**config.mk**
```make
export PLATFORM = sky130hd
export DESIGN_NAME = gf_sq_scale_seq_flat
export DESIGN_NICKNAME = d
export VERILOG_FILES = /design/src/rtl/gf_sq_scale_if.sv /design/src/rtl/gf_sq_scale_seq.sv /design/src/flat_wrapper.sv
export SDC_FILE = /design/constraint.sdc
export NUM_CORES = 1
export LEC_CHECK = 0
export BUFFER_PORTS_ARGS = -buffer_cell sky130_fd_sc_hd__buf_4
export CORE_MARGIN = 2
export CORE_UTILIZATION = 57
export DETAILED_ROUTE_END_ITERATION = 8
export PLACE_DENSITY = 0.79
export RECOVER_POWER = 100
export SYNTH_ARGS = -nofsm -noshare
export SYNTH_HDL_FRONTEND = slang
export SYNTH_SLANG_ARGS = --single-unit
```
**constraint.sdc**
```tcl
create_clock -name clk -period 2.3 [get_ports clk]
set_clock_uncertainty 0.1 [all_clocks]
set_input_delay 0.115 -clock clk [delete_from_list [all_inputs] [get_ports clk]]
set_output_delay 0.115 -clock clk [all_outputs]
set_load 0.02 [all_outputs]
```
**src/rtl/gf_sq_scale_if.sv**
```systemverilog
// Operand/result handshake bundle for the GF(2^WIDTH) square-and-scale sequencer.
// The master drives operands and takes results; the slave is the sequencer.
interface gf_sq_scale_if #(
    parameter int WIDTH = 4
);
    logic             in_valid;
    logic             in_ready;
    logic [1:0]       mode;
    logic [WIDTH-1:0] a;
    logic [WIDTH-1:0] b;
    logic             out_valid;
    logic             out_ready;
    logic [WIDTH-1:0] p;
    logic             busy;

    modport master (
        output in_valid, mode, a, b, out_ready,
        input  in_ready, out_valid, p, busy
    );

    modport slave (
        input  in_valid, mode, a, b, out_ready,
        output in_ready, out_valid, p, busy
    );
endinterface

```
**src/rtl/gf_sq_scale_seq.sv**
```systemverilog
// Bit-serial GF(2^WIDTH) multiplier sequenced into one or two passes to compute
// a^2*V, a*b, a^2 or a^2*b, one multiplier bit per clock.
//
// state | meaning
// IDLE  | waiting for an operand, in_ready high
// PASS1 | first multiply: a*a (modes 0,2,3) or a*b (mode 1)
// PASS2 | second multiply: a^2*V (mode 0) or a^2*b (mode 3)
// DONE  | result held on p with out_valid until out_ready
module gf_sq_scale_seq #(
    parameter int               WIDTH = 4,
    parameter logic [WIDTH-1:0] POLY  = WIDTH'(4'b0011),
    parameter logic [WIDTH-1:0] V     = WIDTH'(4'd13)
) (
    input  logic          clk,
    input  logic          rst_n,
    gf_sq_scale_if.slave  bus
);
    localparam int CW = $clog2(WIDTH);
    localparam logic [CW-1:0] LAST = CW'(WIDTH - 1);

    typedef enum logic [1:0] {IDLE, PASS1, PASS2, DONE} state_t;

    state_t           state;
    logic [1:0]       mode_q;
    logic [WIDTH-1:0] b_q;
    logic [WIDTH-1:0] x;
    logic [WIDTH-1:0] y;
    logic [WIDTH-1:0] acc;
    logic [CW-1:0]    cnt;
    logic [WIDTH-1:0] p_q;
    logic             out_valid_q;
    logic             busy_q;
    logic [WIDTH-1:0] acc_step;

    function automatic logic [WIDTH-1:0] xtime(input logic [WIDTH-1:0] v);
        xtime = {v[WIDTH-2:0], 1'b0} ^ (v[WIDTH-1] ? POLY : '0);
    endfunction

    always_comb begin
        acc_step = y[cnt] ? (acc ^ x) : acc;
    end

    // in_ready is a pure decode of IDLE, gated so it reads 0 while reset is held
    assign bus.in_ready  = (state == IDLE) && rst_n;
    assign bus.out_valid = out_valid_q;
    assign bus.p         = p_q;
    assign bus.busy      = busy_q;

    always_ff @(posedge clk or negedge rst_n) begin
        if (!rst_n) begin
            state       <= IDLE;
            mode_q      <= '0;
            b_q         <= '0;
            x           <= '0;
            y           <= '0;
            acc         <= '0;
            cnt         <= '0;
            p_q         <= '0;
            out_valid_q <= 1'b0;
            busy_q      <= 1'b0;
        end else begin
            case (state)
                IDLE: begin
                    if (bus.in_valid) begin
                        mode_q <= bus.mode;
                        b_q    <= bus.b;
                        x      <= bus.a;
                        y      <= (bus.mode == 2'd1) ? bus.b : bus.a;
                        acc    <= '0;
                        cnt    <= '0;
                        busy_q <= 1'b1;
                        state  <= PASS1;
                    end
                end
                PASS1: begin
                    acc <= acc_step;
                    x   <= xtime(x);
                    cnt <= cnt + CW'(1);
                    if (cnt == LAST) begin
                        if (mode_q == 2'd1 || mode_q == 2'd2) begin
                            p_q         <= acc_step;
                            out_valid_q <= 1'b1;
                            state       <= DONE;
                        end else begin
                            // the square becomes the multiplicand of the second pass
                            x     <= acc_step;
                            acc   <= '0;
                            cnt   <= '0;
                            y     <= (mode_q == 2'd0) ? V : b_q;
                            state <= PASS2;
                        end
                    end
                end
                PASS2: begin
                    acc <= acc_step;
                    x   <= xtime(x);
                    cnt <= cnt + CW'(1);
                    if (cnt == LAST) begin
                        p_q         <= acc_step;
                        out_valid_q <= 1'b1;
                        state       <= DONE;
                    end
                end
                DONE: begin
                    if (bus.out_ready) begin
                        p_q         <= '0;
                        out_valid_q <= 1'b0;
                        busy_q      <= 1'b0;
                        state       <= IDLE;
                    end
                end
                default: begin
                    state <= IDLE;
                end
            endcase
        end
    end
endmodule

```
**src/flat_wrapper.sv**
```systemverilog
// flat-port wrapper written by rule: the top's interface ports become plain ports
module gf_sq_scale_seq_flat 
#(
    parameter int               WIDTH = 4,
    parameter logic [WIDTH-1:0] POLY  = WIDTH'(4'b0011),
    parameter logic [WIDTH-1:0] V     = WIDTH'(4'd13)
)
  (clk, rst_n, bus_in_valid, bus_mode, bus_a, bus_b, bus_out_ready, bus_in_ready, bus_out_valid, bus_p, bus_busy);
  gf_sq_scale_if #(.WIDTH(WIDTH)) bus_i ();
  input  logic clk;
  input  logic rst_n;
  input wire logic [$bits(bus_i.in_valid)-1:0] bus_in_valid;
  input wire logic [$bits(bus_i.mode)-1:0] bus_mode;
  input wire logic [$bits(bus_i.a)-1:0] bus_a;
  input wire logic [$bits(bus_i.b)-1:0] bus_b;
  input wire logic [$bits(bus_i.out_ready)-1:0] bus_out_ready;
  output wire logic [$bits(bus_i.in_ready)-1:0] bus_in_ready;
  output wire logic [$bits(bus_i.out_valid)-1:0] bus_out_valid;
  output wire logic [$bits(bus_i.p)-1:0] bus_p;
  output wire logic [$bits(bus_i.busy)-1:0] bus_busy;
  assign bus_i.in_valid = bus_in_valid;
  assign bus_i.mode = bus_mode;
  assign bus_i.a = bus_a;
  assign bus_i.b = bus_b;
  assign bus_i.out_ready = bus_out_ready;
  assign bus_in_ready = bus_i.in_ready;
  assign bus_out_valid = bus_i.out_valid;
  assign bus_p = bus_i.p;
  assign bus_busy = bus_i.busy;
  gf_sq_scale_seq #(.WIDTH(WIDTH), .POLY(POLY), .V(V)) u_core (.clk(clk), .rst_n(rst_n), .bus(bus_i));
endmodule
```
==> summary.txt, run 1 <==
FLOORPLANNING
----------------------------------------------------------------------------------
Row count                                                                       19
Vertical die dimension                                                     57.1 um
Placeable core region                                                    2710 um^2
Die Span X                                                                 57.1 um
Total die area                                                           3250 um^2
IO Pins                                                                         21
Effective utilization at floorplan                                           0.592

ROUTE
----------------------------------------------------------------------------------
Total number of vias                                                          1331
Detailed-router iteration count before antenna repair                            5
1st-iter DRT viols                                                              44
DRC errors left                                                                  0
DRT antenna net count                                                            0
Routed wirelength normalized by instance count                             15.4 um
Routed vias/inst                                                              6.02
Total detailed-routing wirelength                                          3.40 mm

STA
----------------------------------------------------------------------------------
Highest Clock Rate                                                         476 MHz
Worst slew slack as a fraction of its limit                                  0.723
Final hold violations                                                            0
Setup repair after global routing missed its margin                             no
Crit path time final                                                       2.10 ns
Final Max Slew Viols                                                             0
Worst Max-Slew Pin Slew                                                   0.415 ns
Aggregate negative setup slack                                                0 ns
Final-report setup violation count                                               0
Fin crit share                                                               0.914

SYNTHESIS
----------------------------------------------------------------------------------
Count of different cell masters after synthesis                                 32
Synthesis-stage register bit count                                              28
Post-Synthesis Mean Instance Area                                        10.2 um^2
Mapped Cells                                                                   157
Fraction of synthesized cell area taken by the top area cell type            0.437
Synth area leader                                                          dfrtp_1
Synth warnings                                                                   0
Nets in the synthesized netlist                                                178
Cell types with the largest area share after synthesis                dfrtp_1 (44%), mux2_2 (8.4%), mux2i_1 (5.6%), ha_1 (5.5%), o21ai_0 (3.4%)
Register area share after synthesis                                          0.437
Cell area after technology mapping                                       1600 um^2

POWER AND IR DROP
----------------------------------------------------------------------------------
Leakage                                                                   0.859 nW
Switching fraction of total power                                            0.447
Total internal power                                                       1.56 mW
Power density over the cells                                          1490 nW/um^2
Combinational share of power                                                 0.587
Seq pwr share                                                                0.326
Clock network power share                                                    0.087
Max IR drop VDD                                                            1.01 mV
Net switching component of the power                                       1.26 mW

CTS
----------------------------------------------------------------------------------
Cell at the root of the clock tree                                        clkbuf_4
Clock-pin slew on the worst setup and hold paths                           0.16 ns
H-tree depth reported by CTS                                                     1
CTS Buf Count                                                                    3
Clock latency reported for the late side of the worst-skew pair            0.34 ns
Clock Tree Buf Depth                                                             2
CTS resizes                                                                      0
Number of sinks on the clock net                                                28
Clock tree from TritonCTS                                                     done

GLOBAL ROUTE
----------------------------------------------------------------------------------
Total routing resource utilization after global routing                      0.225
Vias in the first global route                                                1327
Number of antenna violations at the first check in global routing                0
Overflow left after global routing                                               0
Wire length of the first global-routing pass                               5.73 mm
Pin count of the biggest net entering global routing                            30

WORST HOLD PATH
----------------------------------------------------------------------------------
Worst hold path cell count                                                       3
Hold/Removal Path Class                                               primary input to flop
Launch instance of the worst min-delay path                           bus_in_valid

PLACED DESIGN
----------------------------------------------------------------------------------
Dpl hpwl                                                                   2.51 mm
Gpl congestion                                                               0.879
Count of buffers from port buffering                                            20

WORST SETUP PATH
----------------------------------------------------------------------------------
Launch point of the worst path                                        u_core.state[1]$_DFFE_PN0P_
Sort of element at the start of the critical path                             flop
R2r startpoint                                                        u_core.state[1]$_DFFE_PN0P_
Worst reg2reg path depth                                                         5
Required time of the critical path                                         2.47 ns
Category of the most critical setup path                              flop to flop
Kind of end point of the critical path                                        flop
Maximum fanout count along the critical path                                    13
Data arrival at the endpoint of the critical path                          2.27 ns

FINAL LAYOUT
----------------------------------------------------------------------------------
Antenna cell count                                                               0
Area Growth Syn to Fin                                                       18.3%
Share of final-layout standard cells stronger than drive strength 1          0.179
Final #Nets                                                                    212
Final cell utilization of the core                                           0.700

STATUS
----------------------------------------------------------------------------------
Outcome                                                               finished clean

FLOW RUN
----------------------------------------------------------------------------------
Count of max-cap constraint violations                                           0

[layer usage]
metal	global-route usage	wire (um)	part of all wire	up-vias
met5	0	0	0	-
met4	0.0831	86	0.025	0
met3	0.0317	127	0.037	10
met2	0.406	1760	0.52	38
met1	0.272	1430	0.42	650
li1	-	-	-	633
[power groups by stage]
stage / registers, mW / clock network (mW) / logic [mW]
finish: 0.921 / 0.245 / 1.66
global route: 0.941 / 0.260 / 1.86
CTS: 0.917 / 0.246 / 1.71
detailed placement: 0.928 / 0 / 1.69
global placement: 0.905 / 0 / 1.65
floorplan: 0.924 / 0 / 1.23
[cells in the mapped netlist]
master      n
a21o_1      2
xnor2_1     4
nand3_1     2
nand4_1     1
or3_1       3
a21oi_1     9
mux4_2      1
nand2_4     1
nand2_1    10
nand2b_1    5
and2_1      2
nor2b_1     2
or4b_1      3
ha_1        7
buf_2       1
a31oi_1     5
o21bai_1    2
mux2i_1     9
nor2_1     10
or4_1       1
xor2_1      1
dfrtp_1    28
a22o_1      4
o22ai_1     4
a2111oi_0   1
o21ai_0    11
nand4b_1    1
a311oi_1    1
inv_1      11
clkbuf_1    2
nand3b_1    1
mux2_2     12
[logic make-up (layout without fill, tap and decap cells)]
logic type	Yosys count	count (layout)	share of synthesized area
AOI/OAI and AO/OA	39	39	0.149
and+or+nand+nor	42	42	0.144
DFF	28	28	0.437
buffers and inverters	14	47	0.0335
adders and majority gates	7	7	0.0546
xor gates and xnor gates	5	5	0.0273
muxes	22	22	0.154
[path summary, 6_finish.rpt]
path | slack (ns) | endpoint
hold / removal | 0.007 | u_core.bus.busy$_DFFE_PN0P_
setup reg to reg | 0.20 | u_core.acc[3]$_DFFE_PN0P_
max in group asynchronous | 1.71 | u_core.mode_q[0]$_DFFE_PN0P_
setup / recovery | 0.20 | u_core.acc[3]$_DFFE_PN0P_
min in group asynchronous | 0.12 | u_core.x[3]$_DFFE_PN0P_
hold reg to reg | 0.42 | u_core.bus.p[0]$_DFFE_PN0P_
[through the flow]
| stage | instance area [um^2] | power (mW) | instances | hold slack, ns | worst slack [ns] |
|---|---|---|---|---|---|
| finish | 1900 | 2.83 | 221 | 0.00651 | 0.198 |
| global route | 1900 | 3.06 | 221 | 0.0416 | 0.0247 |
| CTS | 1930 | 2.88 | 221 | 0.00196 | 0.207 |
| detailed placement | 1810 | 2.62 | 209 | -0.0473 | 0.237 |
| global placement | 1810 | 2.55 | 209 | -0.0513 | 0.339 |
| floorplan | 1600 | 2.15 | 157 | -0.281 | 0.427 |
[state kept, by name, indices dropped and copies added (netlist names)]
| signal | count |
|---|---|
| u_core.bus.p | 4 |
| u_core.cnt | 2 |
| u_core.state | 2 |
| u_core.x | 4 |
| u_core.mode_q | 2 |
| u_core.b_q | 4 |
| u_core.bus.busy | 1 |
| u_core.bus.out_valid | 1 |
| u_core.y | 4 |
| u_core.acc | 4 |
[layout by cell type, fill, tap and decap left out]
cell type,n
dfrtp_1,28
buf_4,16
mux2_2,12
inv_1,11
o21ai_0,11
nand2_1,10
nor2_1,10
a21oi_1,9
mux2i_1,9
dlygate4sd3_1,8
clkbuf_1,8
ha_1,7
nand2b_1,5
a31oi_1,5
o22ai_1,4
xnor2_1,4
a22o_1,4
or4b_1,3
or3_1,3
clkbuf_4,3
and2_1,2
nor2b_1,2
o21bai_1,2
a21o_1,2
nand3_1,2
nand4b_1,1
mux4_2,1
nand2_4,1
nand4_1,1
nand3b_1,1
or4_1,1
a311oi_1,1
xor2_1,1
a2111oi_0,1
clkbuf_8,1
[critical path, cell delays in order, from the launching register on]
cell and delay, ns:
dfrtp_1 0.45, inv_1 0.13, ha_1 0.42, a21o_1 0.39
or4b_1 0.47, o21ai_0 0.09
[repair_timing]
action / 4_1_cts / 5_1_grt
hold buffers: 8 / 0
endpoints found under the hold margin: 35 / 0
buffers inserted: 0 / 0
[cell type report]
| type | instances | area, um^2 |
|---|---|---|
| fill | 219 | 813 |
| timing repair buffer | 32 | 230 |
| inverter | 11 | 41.3 |
| sequential | 28 | 701 |
| clock buffer | 4 | 36.3 |
| tap | 31 | 38.8 |
| multi-input combinational | 115 | 850 |
Note: power is estimated with default switching activity, not from simulation.
==> inputs of run 2 (changes only) <==
--- a/config.mk
+++ b/config.mk
@@ -6,10 +6,12 @@
 export NUM_CORES = 1
 export LEC_CHECK = 0
 export BUFFER_PORTS_ARGS = -buffer_cell sky130_fd_sc_hd__buf_4
-export CORE_MARGIN = 2
-export CORE_UTILIZATION = 57
+export CELL_PAD_IN_SITES_DETAIL_PLACEMENT = 1
+export CELL_PAD_IN_SITES_GLOBAL_PLACEMENT = 2
+export CORE_MARGIN = 4
+export CORE_UTILIZATION = 36
 export DETAILED_ROUTE_END_ITERATION = 8
-export PLACE_DENSITY = 0.79
+export PLACE_DENSITY_LB_ADDON = 0.1
 export RECOVER_POWER = 100
 export SYNTH_ARGS = -nofsm -noshare
 export SYNTH_HDL_FRONTEND = slang
==> run 2 against run 1 <==
Hold slack improved by 0.022 ns. Routed wire length is 19% higher. Total power rose by 4.8%. Global-route usage shrank 6.8 points. Highest routed layer unchanged. Clock power increased by 26%. Final area is 2.2% higher. Final cell count rose by 9.5%. Worst setup slack got worse by 0.041 ns. Critical path depth increased by 1. Critical path type unchanged. Fmax down 1.9%.
==> summary.txt, run 2 (synthesis results as in run 1) <==
FLOORPLANNING
----------------------------------------------------------------------------------
Row count                                                                       24   +5
IO Pins                                                                         21   unchanged
Effective utilization at floorplan                                           0.371   -0.221
Die Span X                                                                 74.8 um   +31%
Vertical die dimension                                                     74.8 um   +31%
Total die area                                                           5590 um^2   +72%
Placeable core region                                                    4320 um^2   +60%

PLACED DESIGN
----------------------------------------------------------------------------------
Count of buffers from port buffering                                            20   unchanged
Dpl hpwl                                                                   3.09 mm   +23%
Area post-placement                                                      1840 um^2   +1.9%
Gpl congestion                                                               0.769   -13%

FLOW RUN
----------------------------------------------------------------------------------
Count of max-cap constraint violations                                           0   unchanged

POWER AND IR DROP
----------------------------------------------------------------------------------
Total internal power                                                       1.63 mW   +4.3%
Seq pwr share                                                                0.309   -0.017
Switching fraction of total power                                            0.450   +0.00279
Max IR drop VDD                                                           0.516 mV   -49%
Net switching component of the power                                       1.33 mW   +5.5%
Power density over the cells                                          1530 nW/um^2   +2.5%
Leakage                                                                   0.864 nW   +0.61%
Combinational share of power                                                 0.587   about the same
Clock network power share                                                    0.104   +0.017

WORST SETUP PATH
----------------------------------------------------------------------------------
Required time of the critical path                                         2.40 ns   -0.07 ns
Data arrival at the endpoint of the critical path                          2.24 ns   -0.03 ns
Crit Reg-Reg Endpoint                                                 u_core.acc[1]$_DFFE_PN0P_
Worst reg-to-reg setup slack                                               0.16 ns   -0.04 ns
Cells traversed along the worst timing path                           inv_1 > ha_1 > mux2_2 > nand2_1 > or4b_1 > o21ai_0
Maximum fanout count along the critical path                                     7   -6
R2r startpoint                                                        u_core.state[1]$_DFFE_PN0P_
Kind of end point of the critical path                                        flop
Crit path max-delay cell type                                               or4b_1
Critical Path Max Stage Delay                                              0.53 ns   +0.06 ns
Sort of element at the start of the critical path                             flop
Worst reg2reg path depth                                                         6   +1
Category of the most critical setup path                              flop to flop

GLOBAL ROUTE
----------------------------------------------------------------------------------
Met1 Track Usage GR                                                          0.211   -0.0610
Vias in the first global route                                                1411   +6.3%
Number of antenna violations at the first check in global routing                0   unchanged
Total routing resource utilization after global routing                      0.157   -0.0677
Wire length of the first global-routing pass                               6.75 mm   +18%
Overflow left after global routing                                               0   unchanged
Global routing usage on met2                                                 0.267   -0.138
Pin count of the biggest net entering global routing                            30   unchanged
Most used routing layer in global routing                                     met2
Global Route met3 Usage                                                     0.0200   -0.0117

STA
----------------------------------------------------------------------------------
Worst slew slack as a fraction of its limit                                  0.710   -0.0137
Final-report setup violation count                                               0   unchanged
Setup repair after global routing missed its margin                             no
Fin crit share                                                               0.931   +0.0177
Worst Max-Slew Pin Slew                                                   0.425 ns   +0.00961 ns
Final Max Slew Viols                                                             0   unchanged
Highest Clock Rate                                                         467 MHz   -1.9%
Final Hold Slack                                                         0.0281 ns   +0.0216 ns
Aggregate negative setup slack                                                0 ns   unchanged
Final hold violations                                                            0   unchanged
Crit path time final                                                       2.14 ns   +0.0406 ns

CTS
----------------------------------------------------------------------------------
Clock Tree Buf Depth                                                             2   unchanged
Number of sinks on the clock net                                                28   unchanged
Cell at the root of the clock tree                                        clkbuf_8
Setup Buffers After CTS                                                          0   unchanged
Clock-pin slew on the worst setup and hold paths                           0.10 ns   -0.06 ns
CTS Buf Count                                                                    3   unchanged
H-tree depth reported by CTS                                                     1   unchanged
Clock latency reported for the late side of the worst-skew pair            0.27 ns   -0.07 ns
Clock tree from TritonCTS                                                     done

ROUTE
----------------------------------------------------------------------------------
Routed wirelength normalized by instance count                             16.7 um   +8.9%
Routed vias/inst                                                              5.38   -11%
DRC errors left                                                                  0   unchanged
Total detailed-routing wirelength                                          4.05 mm   +19%
DRT antenna net count                                                            0   unchanged
Total number of vias                                                          1303   -2.1%
Detailed-router iteration count before antenna repair                            4   -1
1st-iter DRT viols                                                              75   +70%

FINAL LAYOUT
----------------------------------------------------------------------------------
Area Growth Syn to Fin                                                       20.9%
Most frequent cells in the layout                                     dfrtp_1 (28), buf_4 (16), mux2_2 (12)
Final design instance area without fill                                  1940 um^2   +2.2%
Most common cell after layout, fill and taps aside                         dfrtp_1
Share of final-layout standard cells stronger than drive strength 1          0.189   +0.0105
Number of fill cells                                                           501   +130%
Final #Nets                                                                    212   unchanged
Antenna cell count                                                               0   unchanged

WORST HOLD PATH
----------------------------------------------------------------------------------
Launch instance of the worst min-delay path                           bus_out_ready
Worst hold path cell count                                                       4   +1
Worst-case hold path end point                                        u_core.bus.busy$_DFFE_PN0P_
Hold/Removal Path Class                                               primary input to flop

STATUS
----------------------------------------------------------------------------------
Outcome                                                               finished clean

-- run 2: worst max-delay path by stage --
stage | startpoint | endpoint | slack [ns]
2_1_floorplan | u_core.state[1]$_DFFE_PN0P_ | u_core.y[1]$_DFFE_PN0P_ | 0.43
3_3_place_gp | u_core.state[1]$_DFFE_PN0P_ | u_core.acc[1]$_DFFE_PN0P_ | 0.28
3_5_place_dp | u_core.state[1]$_DFFE_PN0P_ | u_core.acc[0]$_DFFE_PN0P_ | 0.16
4_1_cts | u_core.state[1]$_DFFE_PN0P_ | u_core.acc[0]$_DFFE_PN0P_ | 0.13
5_1_grt | u_core.state[1]$_DFFE_PN0P_ | u_core.acc[0]$_DFFE_PN0P_ | 0.02
6_report | u_core.state[1]$_DFFE_PN0P_ | u_core.acc[1]$_DFFE_PN0P_ | 0.16
-- run 2: power groups by stage --
stage	clock [mW]	sequential (mW)	combinational, mW
4_1_cts	0.319	0.917	1.82
5_1_grt	0.340	0.947	1.94
2_1_floorplan	0	0.924	1.23
6_report	0.308	0.916	1.74
3_3_place_gp	0	0.909	1.75
3_5_place_dp	0	0.927	1.80
-- run 2: layout make-up --
class	count	area [um^2]	share of cell area
clock buffers	4	55.1	0.0284
inverters	11	41.3	0.0213
multi-input cells	115	852	0.439
flip-flops and latches	28	701	0.361
well taps	52	65.1	0.0335
repair buffers	32	225	0.116
-- run 2: repair_timing --
item                                    4_1_cts  5_1_grt
endpoints found under the setup margin        0        2
hold endpoints to repair                     34        0
hold buffers                                  7        0
gates resized for setup                       0        1
-- run 2: critical path: cells and delay by family (launching register included) --
| family | cells | cell delay (ns) |
|---|---|---|
| multiplexers | 1 | 0.28 |
| AND/OR/NAND/NOR | 2 | 0.69 |
| buffers and inverters | 1 | 0.14 |
| flip-flops | 1 | 0.45 |
| adder cells (fa/ha/maj) | 1 | 0.33 |
| AO/OA/AOI/OAI | 1 | 0.08 |
-- run 2: layer usage --
layer	part of all wire	wire length, um
met3	0.032	131
met5	0	0
met2	0.48	1930
met1	0.48	1950
met4	0.011	44
-- run 2: through the flow --
stage	utilization	std cells	power (mW)	setup slack (ns)
after global routing	0.448	242	3.23	0.0219
after CTS	0.455	242	3.06	0.130
final	0.448	242	2.96	0.158
after floorplan	-	157	2.15	0.427
after global placement	0.427	231	2.66	0.285
after detailed placement	0.427	231	2.73	0.163
==> inputs of run 3 (changes only) <==
--- a/config.mk
+++ b/config.mk
@@ -5,11 +5,12 @@
 export SDC_FILE = /design/constraint.sdc
 export NUM_CORES = 1
 export LEC_CHECK = 0
+export ABC_AREA = 1
 export BUFFER_PORTS_ARGS = -buffer_cell sky130_fd_sc_hd__buf_4
 export CELL_PAD_IN_SITES_DETAIL_PLACEMENT = 1
 export CELL_PAD_IN_SITES_GLOBAL_PLACEMENT = 2
 export CORE_MARGIN = 4
-export CORE_UTILIZATION = 36
+export CORE_UTILIZATION = 33
 export DETAILED_ROUTE_END_ITERATION = 8
 export PLACE_DENSITY_LB_ADDON = 0.1
 export RECOVER_POWER = 100
==> run 3 against run 2 <==
Total power fell by 5.5%. Combinational power is 8% lower. Routed wire length up 7.1%. Core utilization shrank 5.2 points. First-iteration DRC count shrank 15%. Via count increased by 13%. Fmax is 6.7% higher. Non-clock buffer count down 8. Final area shrank 2.3%. Register-to-register slack improved by 0.14 ns. Area after synthesis is 2.3% higher. Critical path type unchanged. Largest cell class unchanged. Highest routed layer unchanged.
==> summary.txt, run 3 <==
STATUS
----------------------------------------------------------------------------------
Outcome                                                               finished clean

POWER AND IR DROP
----------------------------------------------------------------------------------
Power density over the cells                                          1480 nW/um^2   -3.3%
Total internal power                                                       1.41 mW   -13%
Leakage                                                                   0.975 nW   +13%
Seq pwr share                                                                0.311   +0.002
Switching fraction of total power                                            0.496   +0.0462
Net switching component of the power                                       1.39 mW   +4.2%
Combinational share of power                                                 0.573   -0.014
Post-layout total power                                                    2.80 mW   -5.5%
Max IR drop VDD                                                           0.497 mV   -3.7%
Clock network power share                                                    0.116   +0.012

SYNTHESIS
----------------------------------------------------------------------------------
Cell area after technology mapping                                       1640 um^2   +2.3%
Nets in the synthesized netlist                                                237   +33%
Synth area leader                                                          dfrtp_1
Fraction of synthesized cell area taken by the top area cell type            0.427   -0.00999
Cell with the most instances after synthesis                               nand2_1
Share of synthesized flip-flops with an asynchronous set or reset             1.00   unchanged
Top cells by instance count after synthesis                           nand2_1 (71), inv_1 (29), dfrtp_1 (28), o21ai_0 (15), a21oi_1 (10)
Most common flop cell mapped by yosys                                      dfrtp_1
Synthesis-stage register bit count                                              28   unchanged
Cell types with the largest area share after synthesis                dfrtp_1 (43%), nand2_1 (16%), inv_1 (6.6%), ha_1 (5.3%), o21ai_0 (4.6%)
Register area share after synthesis                                          0.427   -0.00999
Post-synth EDFFs                                                                 0   unchanged
Mapped Cells                                                                   216   +38%
Synth warnings                                                                   0   unchanged
Count of different cell masters after synthesis                                 29   -9.4%
Post-Synthesis Mean Instance Area                                        7.60 um^2   -26%

WORST SETUP PATH
----------------------------------------------------------------------------------
Cells traversed along the worst timing path                           inv_1 > ha_1 > inv_4 > nor2_1 > nor2_1 > nand3_1 > nor2_1 > inv_2 > o21ai_0
Crit path max-delay cell type                                              dfrtp_1
Data arrival at the endpoint of the critical path                          2.12 ns   -0.12 ns
Category of the most critical setup path                              flop to flop
Most Frequent Cell on Critical Path                                         nor2_1
Required time of the critical path                                         2.41 ns   about the same
Kind of end point of the critical path                                        flop
Top cell family by delay on the critical path                         simple AND/OR/NAND/NOR gates
Critical path buffers and inverters                                              3   +2
Maximum fanout count along the critical path                                     9   +2
Worst reg-to-reg setup slack                                               0.29 ns   +0.14 ns
Sort of element at the start of the critical path                             flop
Critical Path Max Stage Delay                                              0.44 ns   -0.09 ns

PLACED DESIGN
----------------------------------------------------------------------------------
Dpl hpwl                                                                   3.41 mm   +11%
Area post-placement                                                      1860 um^2   +1.1%
Count of buffers from port buffering                                            20   unchanged
Pre-CTS setup slack                                                       0.343 ns   +0.180 ns
Gpl congestion                                                               0.796   +3.5%

CTS
----------------------------------------------------------------------------------
Clock Tree Buf Depth                                                             2   unchanged
CTS resizes                                                                      0   unchanged
Number of sinks on the clock net                                                28   unchanged
Cell at the root of the clock tree                                        clkbuf_8
Post-CTS Hold Fix Bufs                                                           2   -5
Setup Buffers After CTS                                                          0   unchanged
Clock-pin slew on the worst setup and hold paths                           0.10 ns   about the same
H-tree depth reported by CTS                                                     1   unchanged
CTS Buf Count                                                                    3   unchanged
Clock tree from TritonCTS                                                     done
Clock latency reported for the late side of the worst-skew pair            0.28 ns   about the same

GLOBAL ROUTE
----------------------------------------------------------------------------------
Total routing resource utilization after global routing                      0.150   -0.00739
Number of antenna violations at the first check in global routing                0   unchanged
Wire length of the first global-routing pass                               7.29 mm   +8.0%
Vias in the first global route                                                1526   +8.2%
Overflow left after global routing                                               0   unchanged
Pin count of the biggest net entering global routing                            30   unchanged

FLOORPLANNING
----------------------------------------------------------------------------------
Placeable core region                                                    4790 um^2   +11%
IO Pins                                                                         21   unchanged
Effective utilization at floorplan                                           0.343   -0.0279
Total die area                                                           6170 um^2   +10%
Vertical die dimension                                                     78.5 um   +5.1%
Die Span X                                                                 78.5 um   +5.1%
Row count                                                                       25   +4.2%

FINAL LAYOUT
----------------------------------------------------------------------------------
Final cell utilization of the core                                           0.396   -0.0524
Final #Nets                                                                    263   +24%
Sequential standard cell area                                             701 um^2   unchanged
Share of final-layout standard cells stronger than drive strength 1          0.129   -0.0608
Area Growth Syn to Fin                                                       15.5%
Final design instance area without fill                                  1900 um^2   -2.3%
Number of fill cells                                                           614   +23%
Antenna cell count                                                               0   unchanged
Multi-input logic area                                                    769 um^2   -9.7%
Most common cell after layout, fill and taps aside                         nand2_1
Most frequent cells in the layout                                     nand2_1 (71), inv_1 (30), dfrtp_1 (28)

STA
----------------------------------------------------------------------------------
Highest Clock Rate                                                         498 MHz   +6.7%
Final-report setup violation count                                               0   unchanged
Setup repair after global routing missed its margin                             no
Final hold violations                                                            0   unchanged
Aggregate negative setup slack                                                0 ns   unchanged
Final Max Slew Viols                                                             0   unchanged
Worst Max-Slew Pin Slew                                                   0.444 ns   +0.0193 ns
Fin crit share                                                               0.873   -0.0588
Worst slew slack as a fraction of its limit                                  0.704   -0.00554
Final worst slack                                                         0.293 ns   +0.135 ns
Crit path time final                                                       2.01 ns   -0.135 ns

ROUTE
----------------------------------------------------------------------------------
Routed wirelength normalized by instance count                             14.1 um   -16%
Total number of vias                                                          1466   +13%
DRC errors left                                                                  0   unchanged
DRT antenna net count                                                            0   unchanged
Detailed-router iteration count before antenna repair                            4   unchanged
Routed vias/inst                                                              4.76   -12%
Total detailed-routing wirelength                                          4.34 mm   +7.1%
1st-iter DRT viols                                                              64   -15%

FLOW RUN
----------------------------------------------------------------------------------
Count of max-cap constraint violations                                           0   unchanged

WORST HOLD PATH
----------------------------------------------------------------------------------
Hold/Removal Path Class                                               primary input to flop

==> run 3: changes by cell type in the layout (fill, tap and decap cells not counted), moves of 6 or more <==
cell | before | now
nand2_1 | 10 | 71
inv_1 | 11 | 30
mux2_2 | 12 | 0
mux2i_1 | 9 | 0
o21ai_0 | 11 | 18
o21ai_1 | 0 | 6
==> run 3: logic make-up (layout without fill, tap and decap cells) <==
group,count (synthesis),count (layout),synth area share
flip-flops,28,28,0.427
XOR/XNOR,3,3,0.0160
buffers and inverters,37,62,0.0960
AO/OA/AOI/OAI,44,44,0.155
adder cells (fa/ha/maj),7,7,0.0534
AND/OR/NAND/NOR,97,97,0.253
==> run 3: worst paths after layout <==
check                                                  from                          endpoint  depth (start not counted)
max                             u_core.state[1]$_DFFE_PN0P_       u_core.bus.p[2]$_DFFE_PN0P_                          9
min                                                bus_b[2]         u_core.b_q[2]$_DFFE_PN0P_                          3
max reg2reg                     u_core.state[1]$_DFFE_PN0P_       u_core.bus.p[2]$_DFFE_PN0P_                          9
min reg2reg                u_core.bus.out_valid$_DFFE_PN0P_  u_core.bus.out_valid$_DFFE_PN0P_                          2
max in group asynchronous                             rst_n         u_core.acc[1]$_DFFE_PN0P_                          2
min in group asynchronous                             rst_n      u_core.mode_q[0]$_DFFE_PN0P_                          2
==> run 3: through the flow <==
| stage | instances | hold WS, ns |
|---|---|---|
| floorplan | 216 | -0.281 |
| global placement | 302 | -0.0336 |
| detailed placement | 302 | -0.0246 |
| CTS | 308 | 0.00587 |
| global route | 308 | 0.00684 |
| finish | 308 | 0.00719 |
==> run 3: power groups by stage <==
stage	sequential (mW)	clock, mW	combinational (mW)
5_1_grt	0.896	0.355	1.84
4_1_cts	0.870	0.331	1.73
3_5_place_dp	0.880	0	1.72
3_3_place_gp	0.872	0	1.67
2_1_floorplan	0.876	0	1.24
6_report	0.870	0.325	1.60
==> run 3: worst min-delay path, delay by kind of cell <==
family,cells,cell delay [ns]
AOI/OAI and AO/OA,1,0.08
buffers and inverters,2,0.16
==> run 3: area by class of cell <==
class | instances | share of cell area
Sequential cell | 28 | 0.370
Multi-Input combinational cell | 151 | 0.406
Inverter | 34 | 0.0693
Timing Repair Buffer | 24 | 0.0818
Tap cell | 67 | 0.0442
Clock buffer | 4 | 0.0290
==> run 3: per-layer routing <==
metal  global-route usage  vias up  part of all wire
met2                0.251       20              0.47
li1                     -      737                 -
met4               0.0332        0             0.015
met3               0.0229        7             0.027
met5                    0        -                 0
met1                0.202      702              0.48
